==> src/rtl/source_logic.sv <==
// Five-input Boolean function unit: y = TRUTH_TABLE[x], built as a sum of
// minterms over x[4:0], optionally captured in an async-reset output register.
module source_logic #(
    parameter logic [31:0] TRUTH_TABLE  = 32'hA08A28AC,
    parameter bit          REGISTER_OUT = 1'b1
) (
    input  logic       clk,
    input  logic       rst,
    input  logic [4:0] x,
    output logic       y
);

    logic [31:0] minterm;
    logic        f_x;

    // One product term per table bit that is set; cleared bits contribute nothing.
    for (genvar k = 0; k < 32; k++) begin : g_minterm
        localparam logic [4:0] K = 5'(k);
        if (TRUTH_TABLE[k]) begin : g_on
            assign minterm[k] = &(~(x ^ K));
        end else begin : g_off
            assign minterm[k] = 1'b0;
        end
    end

    assign f_x = |minterm;

    if (REGISTER_OUT) begin : g_reg
        logic y_p0;

        // Stage 0: output register, cleared immediately by rst
        always_ff @(posedge clk or posedge rst) begin
            if (rst) begin
                y_p0 <= 1'b0;
            end else begin
                y_p0 <= f_x;
            end
        end

        assign y = y_p0;
    end else begin : g_comb
        logic unused_clk_rst;
        assign unused_clk_rst = &{1'b0, clk, rst};
        assign y = f_x;
    end

endmodule

==> config.mk <==
export PLATFORM = sky130hd
export DESIGN_NAME = source_logic
export DESIGN_NICKNAME = d
export VERILOG_FILES = /design/src/rtl/source_logic.sv
export SDC_FILE = /design/constraint.sdc
export NUM_CORES = 1
export LEC_CHECK = 0
export ABC_AREA = 1
export BUFFER_PORTS_ARGS = -buffer_cell sky130_fd_sc_hd__buf_4
export CORE_AREA = 2 2 39 41
export DETAILED_ROUTE_END_ITERATION = 16
export DIE_AREA = 0 0 41 43
export SYNTH_ARGS = -nofsm -noshare
export SYNTH_HDL_FRONTEND = slang
export SYNTH_SLANG_ARGS = --single-unit
==> constraint.sdc <==
create_clock -name clk -period 0.8 [get_ports clk]
set_clock_uncertainty 0.2 [all_clocks]
set_input_delay 0.08 -clock clk [delete_from_list [all_inputs] [get_ports clk]]
set_output_delay 0.08 -clock clk [all_outputs]
set_load 0.02 [all_outputs]
==> results of run 1 <==
[timing repair]
action                                  in CTS  in global routing
resized for setup                            4                  2
hold buffers                                 1                  0
endpoints found under the setup margin       1                  1
hold endpoints to repair                     1                  0
pin swaps                                    5                  3
[cells by family (layout without fill, tap and decap cells)]
| family | Yosys count | count (layout) | share of synthesized area (%) |
|---|---|---|---|
| AOI/OAI and AO/OA | 1 | 1 | 5.40 |
| buffers and inverters | 4 | 12 | 16.2 |
| DFF | 1 | 1 | 27.0 |
| and+or+nand+nor | 10 | 10 | 51.3 |
[worst max-delay path, stage by stage]
cell and delay (ns):
buf_8 0.08, inv_4 0.03, or2_0 0.21, nand3_1 0.07, nor2_1 0.04
[area by class of cell]
class	instances	area share [%]
Tap cell	16	10.3
Sequential cell	1	12.9
Multi-Input combinational cell	11	29.7
Inverter	4	9.03
Timing Repair Buffer	8	38.1
[cell usage in the layout (no fill, tap or decap), drive strengths merged]
cell	Yosys	layout
nand2	4	4
dlygate4sd3	0	1
nor2	1	1
a21oi	1	1
buf	0	7
dfrtp	1	1
nand3b	1	1
nand3	3	3
or2	1	1
inv	4	4
[per-layer routing]
metal / up-vias / global-route usage [%] / routed length [um]
li1: 65 / - / -
met1: 52 / 3.48 / 117
met2: 8 / 4.38 / 101
met3: 0 / 0 / 35
met4: 0 / 0 / 0
met5: - / 0 / 0
[how the worst max path moves through the flow]
stage / to / slack, ns / depth (start not counted) / startpoint
finish: y / -0.04 / 5 / x[4]
global route: y / -0.09 / 4 / x[1]
CTS: y / -0.05 / 5 / x[4]
detailed placement: y / -0.07 / 4 / x[0]
global placement: y / -0.05 / 4 / x[0]
floorplan: y / 0.09 / 4 / x[4]
[where the power goes]
part | internal [mW] | switching (mW) | total (mW)
logic | 0.0453 | 0.0341 | 0.0794
clock network | 0 | 0 | 0
registers | 0.0561 | 0.000991 | 0.0571
total | 0.101 | 0.0351 | 0.136
[through the flow]
| stage | TNS [ns] | setup WS, ns |
|---|---|---|
| finish | -0.0438 | -0.0438 |
| global route | -0.0919 | -0.0919 |
| CTS | -0.0538 | -0.0538 |
| detailed placement | -0.0750 | -0.0750 |
| global placement | -0.0506 | -0.0506 |
| floorplan | 0 | 0.0918 |
==> flow_summary_export.csv, run 1 <==
group,metric,value,unit
logic_synthesis,synth_most_common_cell,"nand2_1",
worst_setup_path,crit_arrival,0.52,ns
detailed_routing,wl_per_cell,6.38,um
final_layout,finalNetCount,33,
floorplan,initial_core_util,6.69,%
global_route,grt_pass1_vias,96,
global_route,grt_overflow_total,0,
final_layout,multiInputGateArea,57.6,um2
run_status,status,"finished, violations left",
placed_design,dp.cells,39,
hold_path,worstHoldStart,"x[0]",
timing,worst-slew-pin-transition,0.101,ns
logic_synthesis,yosysWarnings,0,
logic_synthesis,syn_inst,16,
detailed_routing,drt-initial-drc-count,0,
logic_synthesis,synthFlopType,"dfrtp_1",
detailed_routing,routed_wl,255,um
logic_synthesis,synth_edf_count,0,
floorplan,core,1380,um2
floorplan,rows,14,
power,p_leak,0.0981,nW
final_layout,n_antenna_cell,0,
logic_synthesis,synth_top_cell_by_area,"dfrtp_1",
global_route,grt_pass1_wl,345,um
detailed_routing,via_per_inst,3.13,
logic_synthesis,synthDominantCellAreaShare,27.0,%
final_layout,fin_util,14.0,%
worst_setup_path,critPathMaxFanout,3,
timing,post-route-period-util,105,%
timing,fin_crit,0.844,ns
detailed_routing,vias,125,
logic_synthesis,synthesis.nets,23,
cts,clk_pin_slew_worst_paths,0,ns
final_layout,area_growth,109,%
placed_design,dp_hpwl,206,um
logic_synthesis,syn_area_per_cell,5.79,um2
hold_path,hold_path_class,"input port to flip-flop",
logic_synthesis,synth_common_cells,"nand2_1 (4), inv_1 (3), nand3_1 (3)",
flow_run,cap_violations,0,
final_layout,regArea,25.0,um2
final_layout,finalInstanceArea,194,um2
timing,slew-limit-headroom,93.2,%
logic_synthesis,syn_area,92.6,um2
final_layout,fill_cells,162,
timing,hold_viol_final,0,
floorplan,die_h,43,um
run_status,violations,"setup timing",
floorplan,ios,8,
detailed_routing,first_pass_iters,1,
final_layout,largest_reg_flops,1,
logic_synthesis,async_flop_share,100,%
logic_synthesis,synth_cell_type_count,9,
timing,drv_slew,0,
worst_setup_path,crit_path_end_kind,"flip-flop",
placed_design,gp_congestion,0.418,
floorplan,dieArea,1760,um2
global_route,grtUsageTotal,2.50,%
placed_design,place_area,165,um2
hold_path,hold_depth,3,
global_route,antenna_found_initial,0,
power,power.density,704,nW/um2
logic_synthesis,synthTopCellsByArea,"dfrtp_1 (27%), nand3_1 (16%), nand2_1 (16%)",
timing,setup_viol,1,
timing,worst_slack,-0.0438,ns
floorplan,die_w,41,um
timing,max_freq,1190,MHz
detailed_routing,postRouteAntennaNets,0,
logic_synthesis,synth.ff_latch_count,1,
worst_setup_path,cp_data_required_time,0.48,ns
worst_setup_path,start_kind,"input port",
timing,rsz0062_at_grt,"yes",
timing,whs,0.164,ns
final_layout,drive_gt1_share,41.7,%
power,vdd_drop_max,0.0865,mV
detailed_routing,drc,0,
logic_synthesis,synth-seq-area-share,27.0,%
placed_design,port_buffers,7,
hold_path,whs_endpoint,"y",
cts,cts_setup_buffers,0,
final_layout,final_cells,40,
global_route,grt_max_degree,4,
worst_setup_path,critPathKind,"input port to flip-flop",
power,finalPower,0.136,mW
Note: power is estimated with default switching activity, not from simulation.
==> run 2: changes to the inputs <==
--- a/config.mk
+++ b/config.mk
@@ -9,3 +9,5 @@
 export BUFFER_PORTS_ARGS = -buffer_cell sky130_fd_sc_hd__buf_4
+export CAP_MARGIN = 10
 export CORE_AREA = 2 2 39 41
+export CTS_BUF_LIST = sky130_fd_sc_hd__clkbuf_4
 export DETAILED_ROUTE_END_ITERATION = 16
--- a/constraint.sdc
+++ b/constraint.sdc
@@ -4,2 +4,2 @@
 set_output_delay 0.08 -clock clk [all_outputs]
-set_load 0.02 [all_outputs]
+set_load 0.1 [all_outputs]
==> run 2 against run 1 <==
The run ends with hold timing, setup timing left. Power rose by 38%. Combinational power rose by 57%. Highest routed layer unchanged. Maximum frequency fell by 7.0%. Critical endpoint is now y. Largest cell class unchanged.
==> flow_summary_export.csv, run 2 (synthesis gave the netlist of run 1 again) <==
group,metric,value,unit
global_route,grt_max_degree,4,
detailed_routing,wl_per_cell,6.55,um
floorplan,die_w,41,um
final_layout,finalNetCount,33,
detailed_routing,drc,0,
timing,hold_viol_final,1,
worst_setup_path,critPathKind,"flip-flop to primary output",
worst_setup_path,slowest_delay,0.46,ns
final_layout,drive_gt1_share,45.8,%
cts,cts_hold_buffers,1,
detailed_routing,vias,127,
floorplan,die_h,43,um
final_layout,fill_cells,156,
timing,max_freq,1100,MHz
timing,fin_crit,0.908,ns
flow_run,cap_violations,0,
detailed_routing,postRouteAntennaNets,0,
worst_setup_path,critPathMaxFanout,1,
timing,worst-slew-pin-transition,0.101,ns
placed_design,gp_congestion,0.418,
global_route,grtUsageTotal,2.40,%
detailed_routing,first_pass_iters,4,
floorplan,dieArea,1760,um2
worst_setup_path,crit_path_end_kind,"primary output",
global_route,grt_pass1_vias,96,
worst_setup_path,cp_num_buf_inv,1,
cts,cts_setup_buffers,0,
timing,setup_viol,2,
timing,worst_slack,-0.108,ns
final_layout,final_cells,40,
worst_setup_path,crit_path_cell_trace,"buf_12",
final_layout,mostFrequentLayoutCells,"nand2_1 (4), buf_4 (3), inv_1 (2), nand3_1 (2), buf_8 (2)",
timing,whs,-0.0261,ns
power,vdd_drop_max,0.112,mV
global_route,antenna_found_initial,0,
power,power.density,853,nW/um2
timing,post-route-period-util,113,%
floorplan,rows,14,
timing,rsz0062_at_grt,"yes",
run_status,violations,"hold timing, setup timing",
worst_setup_path,start_kind,"flip-flop",
hold_path,hold_path_class,"input port to asynchronous set/reset pin",
final_layout,n_antenna_cell,0,
detailed_routing,via_per_inst,3.18,
floorplan,initial_core_util,6.69,%
placed_design,dp_hpwl,214,um
worst_setup_path,slowest_stage,"dfrtp_4",
timing,slew-limit-headroom,93.3,%
floorplan,core,1380,um2
final_layout,final_common_cell,"nand2_1",
worst_setup_path,crit_arrival,0.63,ns
run_status,status,"finished, violations left",
placed_design,port_buffers,7,
final_layout,area_growth,138,%
worst_setup_path,cp_data_required_time,0.52,ns
floorplan,ios,8,
global_route,grt_overflow_total,0,
worst_setup_path,crit_family,"flip-flops",
timing,drv_slew,0,
power,finalPower,0.188,mW
detailed_routing,routed_wl,262,um
power,p_leak,0.112,nW
cts,clk_pin_slew_worst_paths,0,ns
final_layout,largest_reg_flops,1,
detailed_routing,drt-initial-drc-count,3,
global_route,grt_pass1_wl,324,um
placed_design,dp.cells,39,
run 2: metal layers:
layer | up-vias | wire (um) | share of wire [%] | GRT usage (%)
li1 | 66 | - | - | -
met1 | 51 | 104 | 40 | 2.86
met2 | 10 | 117 | 45 | 4.69
met3 | 0 | 40 | 15 | 0
met4 | 0 | 0 | 0 | 0
met5 | - | 0 | 0 | 0
run 2: worst max path at each step:
stage               from  end  slack (ns)  depth (start not counted)
CTS                    y    y       -0.11                          1
finish                 y    y       -0.11                          1
global placement       y    y       -0.15                          1
detailed placement     y    y       -0.15                          1
global route           y    y       -0.11                          1
floorplan              y    y       -0.07                          0
run 2: cell type report:
class / instances / area, um2 / share of cell area, %
tap: 16 / 20.0 / 9.09
multi-input combinational: 11 / 57.6 / 26.1
sequential: 1 / 28.8 / 13.1
timing repair buffer: 8 / 96.3 / 43.8
inverter: 4 / 17.5 / 7.95
run 2: where the power goes:
group	leakage, nW	internal (mW)	switching, mW	total [mW]
combinational	0.101	0.0620	0.0628	0.125
clock	0	0	0	0
sequential	0.0114	0.0593	0.00371	0.0630
run 2: repair_timing:
item	CTS	global route
pin swaps	6	3
endpoints found under the hold margin	1	1
endpoints found under the setup margin	2	3
gates resized for setup	9	3
run 2: metrics by stage:
stage          area [um2]  TNS (ns)  util [%]  hold WS [ns]  setup WS, ns
3_5_place_dp          169    -0.216      12.2        -0.274        -0.151
4_1_cts               210    -0.156      15.2         0.153        -0.108
6_report              220    -0.133      15.9       -0.0261        -0.108
2_1_floorplan        96.3   -0.0722         -        -0.391       -0.0722
3_3_place_gp          169    -0.198      12.2        -0.275        -0.148
5_1_grt               220    -0.191      15.9       -0.0153        -0.112
